===== src/rtl/led_shift_driver.sv =====
// Serial output stage: shifts an N-bit LED word into a 74HC595-style register,
// generating SER / SRCLK / RCLK paced by a CLK_DIV system-clock divider.
module led_shift_driver #(
    parameter int N         = 8,
    parameter int CLK_DIV   = 4,
    parameter bit MSB_FIRST = 1'b1
) (
    input  logic         clk,
    input  logic         rst,
    input  logic [N-1:0] leds_in,
    input  logic         leds_valid,
    output logic         leds_ready,
    output logic         ser_data,
    output logic         ser_clk,
    output logic         ser_latch,
    output logic         busy
);

    localparam int DW = (CLK_DIV > 1) ? $clog2(CLK_DIV) : 1;
    localparam int BW = (N > 1) ? $clog2(N) : 1;
    localparam logic [DW-1:0] DIV_LAST = DW'(CLK_DIV - 1);
    localparam logic [BW-1:0] BIT_LAST = BW'(N - 1);

    typedef enum logic [1:0] {
        IDLE,
        SHIFT,
        LATCH
    } state_t;

    state_t        state;
    logic [DW-1:0] div_cnt;
    logic [BW-1:0] bit_cnt;
    logic          high_phase;
    logic [N-1:0]  shreg;
    logic [N-1:0]  shreg_next;
    logic          div_end;

    // The bit to put on SER always sits at the outgoing end of the shift register.
    function automatic logic out_bit(input logic [N-1:0] v);
        return MSB_FIRST ? v[N-1] : v[0];
    endfunction

    always_comb begin
        shreg_next = MSB_FIRST ? (shreg << 1) : (shreg >> 1);
    end

    assign div_end = (div_cnt == DIV_LAST);

    always_ff @(posedge clk or negedge rst) begin
        if (!rst) begin
            state      <= IDLE;
            div_cnt    <= '0;
            bit_cnt    <= '0;
            high_phase <= 1'b0;
            shreg      <= '0;
            leds_ready <= 1'b1;
            busy       <= 1'b0;
            ser_data   <= 1'b0;
            ser_clk    <= 1'b0;
            ser_latch  <= 1'b0;
        end else begin
            case (state)
                IDLE: begin
                    if (leds_valid) begin
                        shreg      <= leds_in;
                        ser_data   <= out_bit(leds_in);
                        ser_clk    <= 1'b0;
                        high_phase <= 1'b0;
                        div_cnt    <= '0;
                        bit_cnt    <= '0;
                        leds_ready <= 1'b0;
                        busy       <= 1'b1;
                        state      <= SHIFT;
                    end
                end
                SHIFT: begin
                    if (!div_end) begin
                        div_cnt <= div_cnt + DW'(1);
                    end else begin
                        div_cnt <= '0;
                        if (!high_phase) begin
                            high_phase <= 1'b1;
                            ser_clk    <= 1'b1;
                        end else begin
                            // End of a bit: SER only moves here, at the next low-phase start.
                            high_phase <= 1'b0;
                            ser_clk    <= 1'b0;
                            if (bit_cnt == BIT_LAST) begin
                                ser_data  <= 1'b0;
                                ser_latch <= 1'b1;
                                state     <= LATCH;
                            end else begin
                                bit_cnt  <= bit_cnt + BW'(1);
                                shreg    <= shreg_next;
                                ser_data <= out_bit(shreg_next);
                            end
                        end
                    end
                end
                LATCH: begin
                    if (!div_end) begin
                        div_cnt <= div_cnt + DW'(1);
                    end else begin
                        div_cnt    <= '0;
                        ser_latch  <= 1'b0;
                        leds_ready <= 1'b1;
                        busy       <= 1'b0;
                        state      <= IDLE;
                    end
                end
                default: state <= IDLE;
            endcase
        end
    end

endmodule


===== config.mk =====
export PLATFORM = sky130hd
export DESIGN_NAME = led_shift_driver
export DESIGN_NICKNAME = d
export VERILOG_FILES = /design/src/rtl/led_shift_driver.sv
export SDC_FILE = /design/constraint.sdc
export NUM_CORES = 1
export LEC_CHECK = 0
export ABC_AREA = 1
export ABC_CLOCK_PERIOD_IN_PS = 1600
export BUFFER_PORTS_ARGS = -buffer_cell sky130_fd_sc_hd__buf_4
export CAP_MARGIN = 25
export CORE_MARGIN = 4
export CORE_UTILIZATION = 45
export DETAILED_ROUTE_END_ITERATION = 16
export GPL_ROUTABILITY_DRIVEN = 0
export GPL_TIMING_DRIVEN = 0
export HOLD_SLACK_MARGIN = 0.02
export PLACE_DENSITY = 0.65
export SETUP_SLACK_MARGIN = 0.15
export SLEW_MARGIN = 15
export SYNTH_ARGS = -nofsm -noshare
export SYNTH_HDL_FRONTEND = slang
export SYNTH_SLANG_ARGS = --single-unit

===== constraint.sdc =====
create_clock -name clk -period 1.6 [get_ports clk]
set_input_delay 0.16 -clock clk [delete_from_list [all_inputs] [get_ports clk]]
set_output_delay 0.16 -clock clk [all_outputs]
set_load 0.01 [all_outputs]

After elaboration in Yosys (flattened, before gate mapping)
Cells that the tools add are included.
{"block": "totals", "register_bits": 19, "word_cells": 71}
{"block": "classes", "n_addsub": 2, "eq_ne": 10, "muxes": 37, "reduce_logical": 13}
{"op": "2-to-1 mux 7 bit", "count": 4}
{"op": "AND reduction 5 bit", "count": 3}
{"op": "2-to-1 mux 2 bit", "count": 7}
{"op": "one-hot mux 7 bit (2 select lines)", "count": 1}
{"op": "2-to-1 mux 1 bit", "count": 13}
{"op": "2-to-1 mux 3 bit", "count": 4}
{"op": "!= test 2 bit, second input constant", "count": 6}
{"op": "one-hot mux 1 bit (2 select lines)", "count": 5}
{"op": "nonzero test 2 bit", "count": 4}
{"op": "one-hot mux 2 bit (3 select lines)", "count": 1}
{"op": "one-hot mux 3 bit (2 select lines)", "count": 1}
{"op": "AND reduction 3 bit", "count": 2}
{"op": "== test 2 bit, second input constant", "count": 2}
{"op": "one-hot mux 2 bit (2 select lines)", "count": 1}
{"op": "AND reduction 4 bit", "count": 1}
{"op": "adder 3 x 1 -> 3 bit, second input constant", "count": 1}
{"op": "== test 3 bit, second input constant", "count": 1}
{"op": "adder 2 x 1 -> 2 bit, second input constant", "count": 1}
{"op": "== test 2 x 1 -> 1 bit, second input constant", "count": 1}
{"op": "logical NOT 2 bit", "count": 1}
{"op": "AND reduction 2 bit", "count": 1}
{"op": "OR reduction 2 bit", "count": 1}

Longest topological paths before layout
Gate-level depths: netlist (run 1).
{"block": "logic_depth", "ltp_word": 5, "mapped_depth": 9, "ltp_nobuf": 9}

Worst setup path before layout (run 1)
Ideal clock, no wire load.
{"block": "synth_timing", "kind": "register -> register", "startpoint": "register bit_cnt[0]", "endpoint": "register bit_cnt[0]", "setup_ns": 0.066, "t_arrival_ns": 1.310, "required_time_ns": 1.534, "setup_slack_ns": 0.224, "path_stages_with_launch": 8, "cell_sequence": "dfrtp_1 -> ha_1 -> ha_1 -> nand2_1 -> o21ai_0 -> nor2_2 -> nand3_1 -> nand2_1"}
{"block": "synth_via", "elab_chain_len": 5, "elab_cells_between_ends": 8}
{"element": "from (decl)", "line_no": "32", "text": "logic [BW-1:0] bit_cnt;"}
{"element": "from (signal assigned)", "line_no": "93", "text": "bit_cnt <= bit_cnt + BW'(1);"}
{"element": "adder 3 x 1 -> 3 bit", "line_no": "93"}
{"element": "2-to-1 mux 3 bit", "line_no": "88", "text": "if (bit_cnt == BIT_LAST) begin"}
{"element": "2-to-1 mux 3 bit", "line_no": "81", "text": "if (!high_phase) begin"}
{"element": "2-to-1 mux 3 bit", "line_no": "77", "text": "if (!div_end) begin"}
{"element": "one-hot mux 3 bit (2 select lines)", "line_no": "62", "text": "case (state)"}
Parallel ways exist; a longest one is shown, timed or not. The select of a mux whose other input is x is not followed.
A chain may end at the register's enable or synchronous reset.

Worst setup path after layout (run 1)
{"block": "layout_timing", "startpoint": "register state[1]", "endpoint": "register bit_cnt[2]"}
{"block": "layout_via", "elab_chain_len": 3, "elab_cells_between_ends": 9}
{"element": "from (decl)", "line_no": "30", "text": "state_t state;"}
{"element": "from (signal assigned)", "line_no": "51", "text": "state <= IDLE;"}
{"element": "from (signal assigned)", "line_no": "73", "text": "state <= SHIFT;"}
{"element": "from (signal assigned)", "line_no": "91", "text": "state <= LATCH;"}
{"element": "== test 2 x 1 -> 1 bit / logical NOT 2 bit (equally long branches)", "line_no": "62"}
{"element": "!= test 2 bit (no line) / nonzero test 2 bit (equally long branches)"}
{"element": "AND reduction 5 bit (no line)"}
Parallel ways exist; a longest one is shown, timed or not.

==> results of run 1 <==
==> where the power goes <==
group	internal (W)	total [W]	switching, W	leakage [nW]
clock	0.0000934	0.000257	0.000163	0.0177
combinational	0.000953	0.00219	0.00124	0.581
sequential	0.000705	0.000842	0.000137	0.235
==> flip-flops by register name, summed over array words and instances (netlist names) <==
| signal | count |
|---|---|
| ser_latch | 1 |
| busy | 1 |
| leds_ready | 1 |
| state | 2 |
| div_cnt | 2 |
| bit_cnt | 3 |
| high_phase | 1 |
| shreg | 7 |
| ser_data | 1 |
==> Yosys cell counts (all sizes together) <==
cell and n:
nand2 68, dfrtp 18, nand3 18, inv 14, nor2 9, ha 7, o21ai 5, o21bai 3
buf 2, a21o 1, and2 1, dfstp 1, nand3b 1
==> cells by family (layout without fill, tap and decap cells) <==
group,after synthesis,after routing,synth area share
AO/OA/AOI/OAI,9,9,0.0568
AND/OR/NAND/NOR,97,99,0.368
buffers and inverters,16,45,0.0625
adder cells (fa/ha/maj),7,7,0.0795
flip-flops,19,19,0.433
==> path summary, 6_finish.rpt <==
check | from | to | cells after the start
setup / recovery | state[1] | bit_cnt[2] | 7
hold / removal | leds_in[3] | shreg[3] | 5
setup reg to reg | state[1] | bit_cnt[2] | 7
hold reg to reg | shreg[4] | shreg[4] | 2
max in group asynchronous | rst | leds_ready | 2
min in group asynchronous | rst | state[0] | 2
==> metal layers <==
metal  wire length (um)  part of all wire  track usage
met5                  0                 0            0
met4                 42             0.015       0.0728
met3                 72             0.026       0.0204
met2               1430              0.52        0.289
met1               1190              0.43        0.204
==> final cells by class <==
cell class,instances,area (um^2)
multi-input combinational,115,731
fill,182,701
sequential,19,478
timing repair buffer,25,224
inverter,14,60.1
tap,28,35.0
clock buffer,3,22.5
buffer,2,20.0
clock inverter,1,5.00
==> through the flow <==
step | setup WS [ns] | std cells | TNS, ns | cell area, um^2 | util
floorplan | 0.224 | 148 | 0 | 1100 | -
global placement | 0.0133 | 191 | 0 | 1250 | 0.549
detailed placement | -0.00119 | 191 | -0.00119 | 1250 | 0.549
CTS | 0.121 | 197 | 0 | 1320 | 0.580
global route | 0.108 | 207 | 0 | 1580 | 0.692
finish | 0.197 | 207 | 0 | 1580 | 0.692
==> repair_timing <==
action | 4_1_cts | 5_1_grt
resized for setup | 8 | 38
pin swaps | 2 | 9
cloned | 1 | 2
hold buffers | 1 | 0
setup buffers | 0 | 8
endpoints found under the setup margin | 16 | 19
endpoints found under the hold margin | 19 | 0
==> worst register-to-register path, cell delays in order (launching register included) <==
cell and delay (ns):
dfrtp_1 0.44, inv_4 0.12, ha_4 0.19, inv_6 0.05, a21o_4 0.23, clkbuf_16 0.18, nand3_2 0.06, nand2_1 0.05
==> metrics.md, run 1 <==
| Metric | Value |
|---|---|
| Synth-to-layout area growth | `43.1%` |
| Most common cell after layout, fill and taps aside | `nand2_1` |
| Clock Skew | `0.00734 ns` |
| Register area share after synthesis | `0.433` |
| Worst Path Max Fanout | `7` |
| Hold crit path type | `input port to flip-flop` |
| CP Class | `flip-flop to flip-flop` |
| Residual DRC | `0` |
| Post-synthesis cell count | `148` |
| Longest Clk Path Bufs | `2` |
| Type of origin of the critical path | `flip-flop` |
| Worst EP arrival | `1.61 ns` |
| Critical path, cell by cell | `inv_4 > ha_4 > inv_6 > a21o_4 > clkbuf_16 > nand3_2 > nand2_1` |
| Wire length per cell | `13.2 um` |
| Final Max Slew Viols | `0` |
| Vias post-DR | `1075` |
| Final worst-path cycle share | `0.877` |
| FMAX | `0.713 GHz` |
| Yosys top cell area share | `0.409` |
| CTS tree | `done` |
| Final hold slack | `0.171 ns` |
| Number of global-route vias before repair | `1025` |
| Synth area leader | `dfrtp_1` |
| CP top delay family | `flip-flops` |
| Rows | `17` |
| Synth unique cells | `18` |
| Max Cap Violations | `0` |
| Initial Util | `0.484` |
| Syn_area_per_cell | `7.44 um^2` |
| ANT nets after route | `0` |
| #FFs+latches synth | `19` |
| Unrepaired setup endpoints after global routing | `yes` |
| Syn nets | `166` |
| Crit path time final | `1.40 ns` |
| Flop2flop setup slack | `0.20 ns` |
| Die Footprint | `3300 um^2` |
| Pwr dens | `2090 nW/um^2` |
| Final Hold Vio Count | `0` |
| PortBufs | `15` |
| Power Total | `0.00329 W` |
| DP HPWL | `1670 um` |
| Vias per std cell | `5.19` |
| GR Overflow Total | `0` |
| CTS H-tree depth | `1` |
| Die span in y | `57.5 um` |
| YS warnings | `0` |
| Boundary Pins | `16` |
| Dominant cells by area after synthesis | `dfrtp_1, nand2_1, ha_1, nand3_1, inv_1` |
| Core region area | `2280 um^2` |
| Worst slew pin tran | `0.260 ns` |
| Slew HR | `0.827` |
| Clock sink count | `19` |
| Final setup vio count | `0` |
| Slowest cell on crit path | `dfrtp_1` |
| Worst path required time | `1.81 ns` |
| Tot GR Track Use | `0.166` |
| Final wirelength | `2730 um` |
| Root buf cell | `clkbuf_4` |
| Status | `complete, no violations` |
| TritonRoute pass-1 iters | `4` |
| Cell Area, Synth | `1100 um^2` |
| Latest clock arrival within the worst-skew pair | `0.31 ns` |
| Leakage Power | `0.833 nW` |
| Antenna violations before repair | `0` |
| CP Capture Type | `flip-flop` |
| Ratio of cells with drive above 1 in the final layout | `0.380` |
| Worst IR Drop VDD | `1.31 mV` |
| Final net count | `198` |
| Most frequent cells in the layout | `nand2_1, buf_4, dfrtp_1` |
| First-pass GRT wire length | `4330 um` |
| Largest net degree at the start of global routing | `20` |
| WP buf/inv | `3` |
| TritonCTS Buffers | `3` |
| CTS clk-pin slew, worst paths | `0.12 ns` |
| Overall die width | `57.5 um` |
| Diodes inserted | `0` |
| DR iter-0 viols | `23` |
| Slowest cell delay on critical path | `0.44 ns` |
Power figures use the tool's default switching activity.
==> run 2, diff against run 1 <==
--- a/config.mk
+++ b/config.mk
@@ -6,7 +6,7 @@
 export NUM_CORES = 1
 export LEC_CHECK = 0
 export ABC_AREA = 1
-export ABC_CLOCK_PERIOD_IN_PS = 1600
+export ABC_CLOCK_PERIOD_IN_PS = 1400
 export BUFFER_PORTS_ARGS = -buffer_cell sky130_fd_sc_hd__buf_4
 export CAP_MARGIN = 25
 export CORE_MARGIN = 4
==> constraint.sdc (replaced) <==
create_clock -name clk -period 1.4 [get_ports clk]
set_input_delay 0.14 -clock clk [delete_from_list [all_inputs] [get_ports clk]]
set_output_delay 0.14 -clock clk [all_outputs]
set_load 0.01 [all_outputs]
==> metrics.md, run 2 (same netlist as run 1, synthesis figures left out) <==
| Metric | Value |
|---|---|
| WP buf/inv | `3 (unchanged)` |
| First-pass GRT wire length | `4900 um (+13%)` |
| Diodes inserted | `0 (unchanged)` |
| ANT nets after route | `0 (unchanged)` |
| Number of global-route vias before repair | `1075 (+4.9%)` |
| CTS tree | `done` |
| Final setup vio count | `0 (unchanged)` |
| Final wirelength | `2980 um (+9.1%)` |
| Final Max Slew Viols | `0 (unchanged)` |
| Unrepaired setup endpoints after global routing | `yes` |
| Worst IR Drop VDD | `1.56 mV (+20%)` |
| Type of origin of the critical path | `flip-flop` |
| Worst setup path endpoint | `shreg[3]` |
| Leakage Power | `0.899 nW (+7.8%)` |
| Comb power frac | `0.709 (+0.043)` |
| FMAX | `0.725 GHz (+1.7%)` |
| Internal power | `0.00230 W (+32%)` |
| Sw Share | `0.462 (-0.00634)` |
| Die span in y | `57.5 um (unchanged)` |
| Final instance area | `1720 um^2 (+9.0%)` |
| R2R Path Start | `state[0]` |
| CP Class | `flip-flop to flip-flop` |
| Max FFs per register | `7 (unchanged)` |
| Hold crit path type | `input port to flip-flop` |
| DR iter-0 viols | `47 (+100%)` |
| Initial Util | `0.484 (unchanged)` |
| Most frequent cells in the layout | `nand2_1, buf_4, dfrtp_1` |
| Residual DRC | `0 (unchanged)` |
| Worst slew pin tran | `0.267 ns (+0.00775 ns)` |
| Ratio of cells with drive above 1 in the final layout | `0.459 (+0.0796)` |
| Slowest cell on crit path | `dfrtp_1` |
| Slew HR | `0.822 (-0.00476)` |
| Worst EP arrival | `1.59 ns (-0.02 ns)` |
| TritonRoute pass-1 iters | `4 (unchanged)` |
| Latest clock arrival within the worst-skew pair | `0.30 ns (about the same)` |
| Final net count | `204 (+3.0%)` |
| P_sw | `0.00198 W (+28%)` |
| Power share of the sequential group | `0.223 (-0.033)` |
| Flop2flop setup slack | `0.02 ns (-0.18 ns)` |
| CTS clk-pin slew, worst paths | `0.12 ns (about the same)` |
| CTS H-tree depth | `1 (unchanged)` |
| Tot GR Track Use | `0.186 (+0.0203)` |
| Max Cap Violations | `0 (unchanged)` |
| Most common cell after layout, fill and taps aside | `nand2_1` |
| Critical path's most frequent cell | `nand2_1` |
| Worst r2r dst | `shreg[3]` |
| Pwr dens | `2490 nW/um^2 (+19%)` |
| PortBufs | `15 (unchanged)` |
| Antenna violations before repair | `0 (unchanged)` |
| Largest regs | `shreg: 7 flops, bit_cnt: 3 flops` |
| Overall die width | `57.5 um (unchanged)` |
| Core region area | `2280 um^2 (unchanged)` |
| Final Hold Vio Count | `0 (unchanged)` |
| FF-to-FF path depth | `8 (+1)` |
| Worst Path Max Fanout | `10 (+3)` |
| Placed cell area | `1360 um^2 (+8.7%)` |
| Critical path, cell by cell | `buf_4 > ha_4 > buf_6 > buf_6 > nand2_1 > nand2_1 > nand3_2 > nand2_1` |
| Vias per std cell | `5.15 (-0.92%)` |
| Rows | `17 (unchanged)` |
| Root buf cell | `clkbuf_4` |
| Die Footprint | `3300 um^2 (unchanged)` |
| Boundary Pins | `16 (unchanged)` |
| GR Overflow Total | `0 (unchanged)` |
| TritonCTS Buffers | `3 (unchanged)` |
| Final worst-path cycle share | `0.986 (+0.109)` |
| Clock Skew | `0.00154 ns (-0.00580 ns)` |
| DP HPWL | `1730 um (+3.6%)` |
| Slowest cell delay on critical path | `0.42 ns (-0.02 ns)` |
| Longest Clk Path Bufs | `2 (unchanged)` |
| Crit path time final | `1.38 ns (-0.0228 ns)` |
| Most flops, register | `shreg` |
| Power share of the clock group | `0.068 (-0.010)` |
| Worst path required time | `1.61 ns (-0.20 ns)` |
| Largest net degree at the start of global routing | `20 (unchanged)` |
| CP top delay family | `buffers and inverters` |
| Clock sink count | `19 (unchanged)` |
| CP Capture Type | `flip-flop` |
| Final Util | `0.754 (+0.0621)` |
| Wire length per cell | `14.0 um (+6.0%)` |
| Worst path depth | `8 (+1)` |
| Crit. Startpoint | `state[0]` |
| Synth-to-layout area growth | `55.9%` |
| Status | `complete, no violations` |
| Vias post-DR | `1096 (+2.0%)` |
[run 2: final cells by class]
cell class / instances / area, um^2
sequential: 19 / 477
clock inverter: 1 / 5.00
timing repair buffer: 32 / 289
clock buffer: 3 / 22.5
tap: 28 / 35.0
inverter: 14 / 62.6
buffer: 2 / 26.3
fill: 160 / 559
multi-input combinational: 114 / 800
[run 2: layer usage]
metal / routed length, um / part of all wire / track usage / vias up
li1: - / - / - / 543
met1: 1410 / 0.47 / 0.256 / 521
met2: 1400 / 0.47 / 0.294 / 24
met3: 106 / 0.036 / 0.0294 / 8
met4: 60 / 0.020 / 0.0695 / 0
met5: 0 / 0 / 0 / -
[run 2: how the worst min path moves through the flow]
stage,startpoint,end,cells past startpoint
2_1_floorplan,rst,bit_cnt[0],0
3_3_place_gp,rst,div_cnt[0],1
3_5_place_dp,rst,div_cnt[0],1
4_1_cts,leds_in[2],shreg[2],5
6_report,leds_in[2],shreg[2],5
5_1_grt,leds_in[6],shreg[6],5
[run 2: through the flow]
step / total power (W) / TNS, ns / setup slack (ns) / hold slack, ns / cells
6_report: 0.00428 / 0 / 0.0200 / 0.144 / 213
5_1_grt: 0.00464 / -0.541 / -0.0567 / 0.144 / 213
4_1_cts: 0.00377 / 0 / 0.0391 / 0.132 / 210
3_5_place_dp: 0.00286 / -0.138 / -0.0360 / 0.0353 / 191
3_3_place_gp: 0.00281 / -0.115 / -0.0269 / 0.0283 / 191
2_1_floorplan: 0.00240 / 0 / 0.121 / -0.156 / 148
[run 2: power by group through the flow]
stage	combinational (W)	clock, W	sequential [W]
after floorplan	0.00143	0	0.000965
after global placement	0.00186	0	0.000954
after detailed placement	0.00189	0	0.000963
after CTS	0.00253	0.000297	0.000945
after global routing	0.00332	0.000323	0.000992
final	0.00304	0.000291	0.000954
[run 2: worst min-delay path, cell delays in order]
cell     delay, ns
buf_4         0.08
nand2_1       0.04
nand2_1       0.05
nand3_1       0.06
nand2_1       0.05
[run 2: what timing repair did]
action,4_1_cts,5_1_grt
pin swaps,8,16
gates cloned,2,0
buffers inserted,12,3
endpoints found under the hold margin,19,0
hold buffers,1,0
gates resized for setup,21,29
setup endpoints to repair,17,18
==> run 3, diff against run 2 <==
--- a/config.mk
+++ b/config.mk
@@ -15,8 +15,9 @@
 export GPL_ROUTABILITY_DRIVEN = 0
 export GPL_TIMING_DRIVEN = 0
 export HOLD_SLACK_MARGIN = 0.02
+export MAX_ROUTING_LAYER = met4
 export PLACE_DENSITY = 0.65
-export SETUP_SLACK_MARGIN = 0.15
+export SETUP_SLACK_MARGIN = 0.4
 export SLEW_MARGIN = 15
 export SYNTH_ARGS = -nofsm -noshare
 export SYNTH_HDL_FRONTEND = slang
==> metrics.md, run 3 (same netlist as run 1, synthesis figures left out) <==
| Metric | Value |
|---|---|
| Type of origin of the critical path | `flip-flop` |
| Slowest cell delay on critical path | `0.43 ns (about the same)` |
| GR Overflow Total | `0 (unchanged)` |
| Longest Clk Path Bufs | `2 (unchanged)` |
| Worst slew pin tran | `0.260 ns (-0.00752 ns)` |
| DP HPWL | `1790 um (+3.5%)` |
| Slowest cell on crit path | `dfrtp_1` |
| Final Max Slew Viols | `0 (unchanged)` |
| Comb power frac | `0.672 (-0.037)` |
| Overall die width | `57.5 um (unchanged)` |
| Diodes inserted | `0 (unchanged)` |
| Worst path required time | `1.60 ns (about the same)` |
| Number of global-route vias before repair | `1048 (-2.5%)` |
| Max Cap Violations | `0 (unchanged)` |
| Core region area | `2280 um^2 (unchanged)` |
| CTS clk-pin slew, worst paths | `0.12 ns (about the same)` |
| R2R Path Start | `state[1]` |
| Worst Path Max Fanout | `8 (-2)` |
| TritonCTS Buffers | `3 (unchanged)` |
| Wire length per cell | `13.5 um (-3.5%)` |
| Most common cell after layout, fill and taps aside | `nand2_1` |
| Status | `finished with violations` |
| Internal power | `0.00213 W (-7.5%)` |
| Tot GR Track Use | `0.191 (+0.00477)` |
| Residual DRC | `0 (unchanged)` |
| Vias post-DR | `1076 (-1.8%)` |
| Boundary Pins | `16 (unchanged)` |
| Largest regs | `shreg: 7 flops, bit_cnt: 3 flops` |
| P_sw | `0.00177 W (-10%)` |
| Worst IR Drop VDD | `1.30 mV (-17%)` |
| Rows | `17 (unchanged)` |
| Die Footprint | `3300 um^2 (unchanged)` |
| Unrepaired setup endpoints after global routing | `yes` |
| Initial Util | `0.484 (unchanged)` |
| Worst hold start | `leds_in[1]` |
| FF-to-FF path depth | `7 (-1)` |
| Hold crit path type | `input port to flip-flop` |
| WHS Endpoint | `shreg[1]` |
| Latest clock arrival within the worst-skew pair | `0.30 ns (about the same)` |
| ANT nets after route | `0 (unchanged)` |
| Die span in y | `57.5 um (unchanged)` |
| CTS tree | `done` |
| Final WS setup | `-0.00226 ns (-0.0223 ns)` |
| Most frequent cells in the layout | `nand2_1, buf_4, dfrtp_1` |
| Final net count | `205 (+0.49%)` |
| Worst EP arrival | `1.61 ns (+0.02 ns)` |
| Slew HR | `0.827 (+0.00501)` |
| Worst Hold Path Cells | `5 (unchanged)` |
| First-pass GRT wire length | `4780 um (-2.4%)` |
| Antenna violations before repair | `0 (unchanged)` |
| Most flops, register | `shreg` |
| FF/Latch Area | `479 um^2 (+0.53%)` |
| Area of the multi-input gates | `718 um^2 (-10%)` |
| Ratio of cells with drive above 1 in the final layout | `0.403 (-0.0562)` |
| TritonRoute pass-1 iters | `4 (unchanged)` |
| Synth-to-layout area growth | `48.6%` |
| Critical path, cell by cell | `inv_4 > ha_4 > inv_6 > a21o_4 > clkbuf_16 > nand3_1 > nand2_1` |
| Clock Skew | `0.00237 ns (+0.000828 ns)` |
| CTS H-tree depth | `1 (unchanged)` |
| Largest net degree at the start of global routing | `20 (unchanged)` |
| Sw Share | `0.454 (-0.00756)` |
| Leakage Power | `0.874 nW (-2.7%)` |
| Vias per std cell | `5.03 (-2.3%)` |
| FMAX | `0.713 GHz (-1.6%)` |
| CP Class | `flip-flop to flip-flop` |
| Place WS | `0.0247 ns (+0.0607 ns)` |
| Final Hold Vio Count | `0 (unchanged)` |
| CP Capture Type | `flip-flop` |
| Filler cell count | `177 (+11%)` |
| Max FFs per register | `7 (unchanged)` |
| Crit path time final | `1.40 ns (+0.0223 ns)` |
| Power share of the sequential group | `0.254 (+0.031)` |
| Final setup vio count | `2 (+2)` |
| Clock sink count | `19 (unchanged)` |
| DR iter-0 viols | `26 (-45%)` |
| Failing checks | `negative setup slack` |
| PortBufs | `15 (unchanged)` |
| Final wirelength | `2890 um (-3.1%)` |
| Final hold slack | `0.139 ns (-0.00534 ns)` |
| Pwr dens | `2390 nW/um^2 (-4.3%)` |
| Final worst-path cycle share | `1.00 (+0.0159)` |
| Power share of the clock group | `0.075 (+0.007)` |
| Root buf cell | `clkbuf_4` |
| Worst r2r dst | `ser_data` |
| Flop2flop setup slack | `-0.002 ns (-0.02 ns)` |
[run 3: power groups by stage]
| stage | Sequential (W) | Clock (W) | Combinational (W) |
|---|---|---|---|
| 2_1_floorplan | 0.000968 | 0 | 0.00145 |
| 3_3_place_gp | 0.000957 | 0 | 0.00187 |
| 3_5_place_dp | 0.000968 | 0 | 0.00193 |
| 4_1_cts | 0.000958 | 0.000294 | 0.00236 |
| 5_1_grt | 0.00102 | 0.000322 | 0.00293 |
| 6_report | 0.000992 | 0.000292 | 0.00262 |
[run 3: through the flow]
step	area (um^2)	setup TNS (ns)	power, W	utilization	std cells
after global placement	1350	0	0.00283	0.593	191
after detailed placement	1350	0	0.00290	0.593	191
after global routing	1640	-1.01	0.00427	0.719	214
after floorplan	1200	0	0.00242	-	148
final	1640	-0.00280	0.00391	0.719	214
after CTS	1550	0	0.00361	0.680	209
[run 3: worst max path at each step]
stage,startpoint,to,slack [ns],cells past startpoint
global placement,bit_cnt[0],shreg[6],0.04,7
global route,bit_cnt[0],shreg[5],-0.08,8
CTS,state[0],shreg[3],0.02,7
detailed placement,bit_cnt[0],bit_cnt[2],0.02,7
finish,state[1],ser_data,-0.002,7
floorplan,state[1],bit_cnt[1],0.15,7
[run 3: repair_timing]
| action | in CTS | in global routing |
|---|---|---|
| setup endpoints to repair | 21 | 24 |
| gates resized for setup | 13 | 9 |
| buffers inserted | 12 | 3 |
| hold endpoints to repair | 19 | 0 |
| hold buffers | 1 | 0 |
| pin swaps | 12 | 3 |
| cloned | 1 | 2 |
[run 3: worst max-delay path, delay by kind of cell, from the launching register on]
kind / cells / cell delay [ns]
AOI/OAI and AO/OA: 1 / 0.23
adders and majority gates: 1 / 0.18
buffers and inverters: 3 / 0.33
DFF: 1 / 0.43
and+or+nand+nor: 2 / 0.12
[run 3: cell type report]
class                           count  share of cell area
Buffer                              2              0.0122
Clock buffer                        3              0.0138
Clock inverter                      1             0.00306
Inverter                           14              0.0398
Multi-Input combinational cell    115               0.439
Sequential cell                    19               0.293
Tap cell                           28              0.0214
Timing Repair Buffer               32               0.178
[run 3: metal layers]
layer  vias up  track usage  share of wire
met5         -            -              0
met4         0       0.0629          0.027
met3         8       0.0362          0.041
met2        24        0.302           0.49
met1       500        0.245           0.45
li1        544            -              -
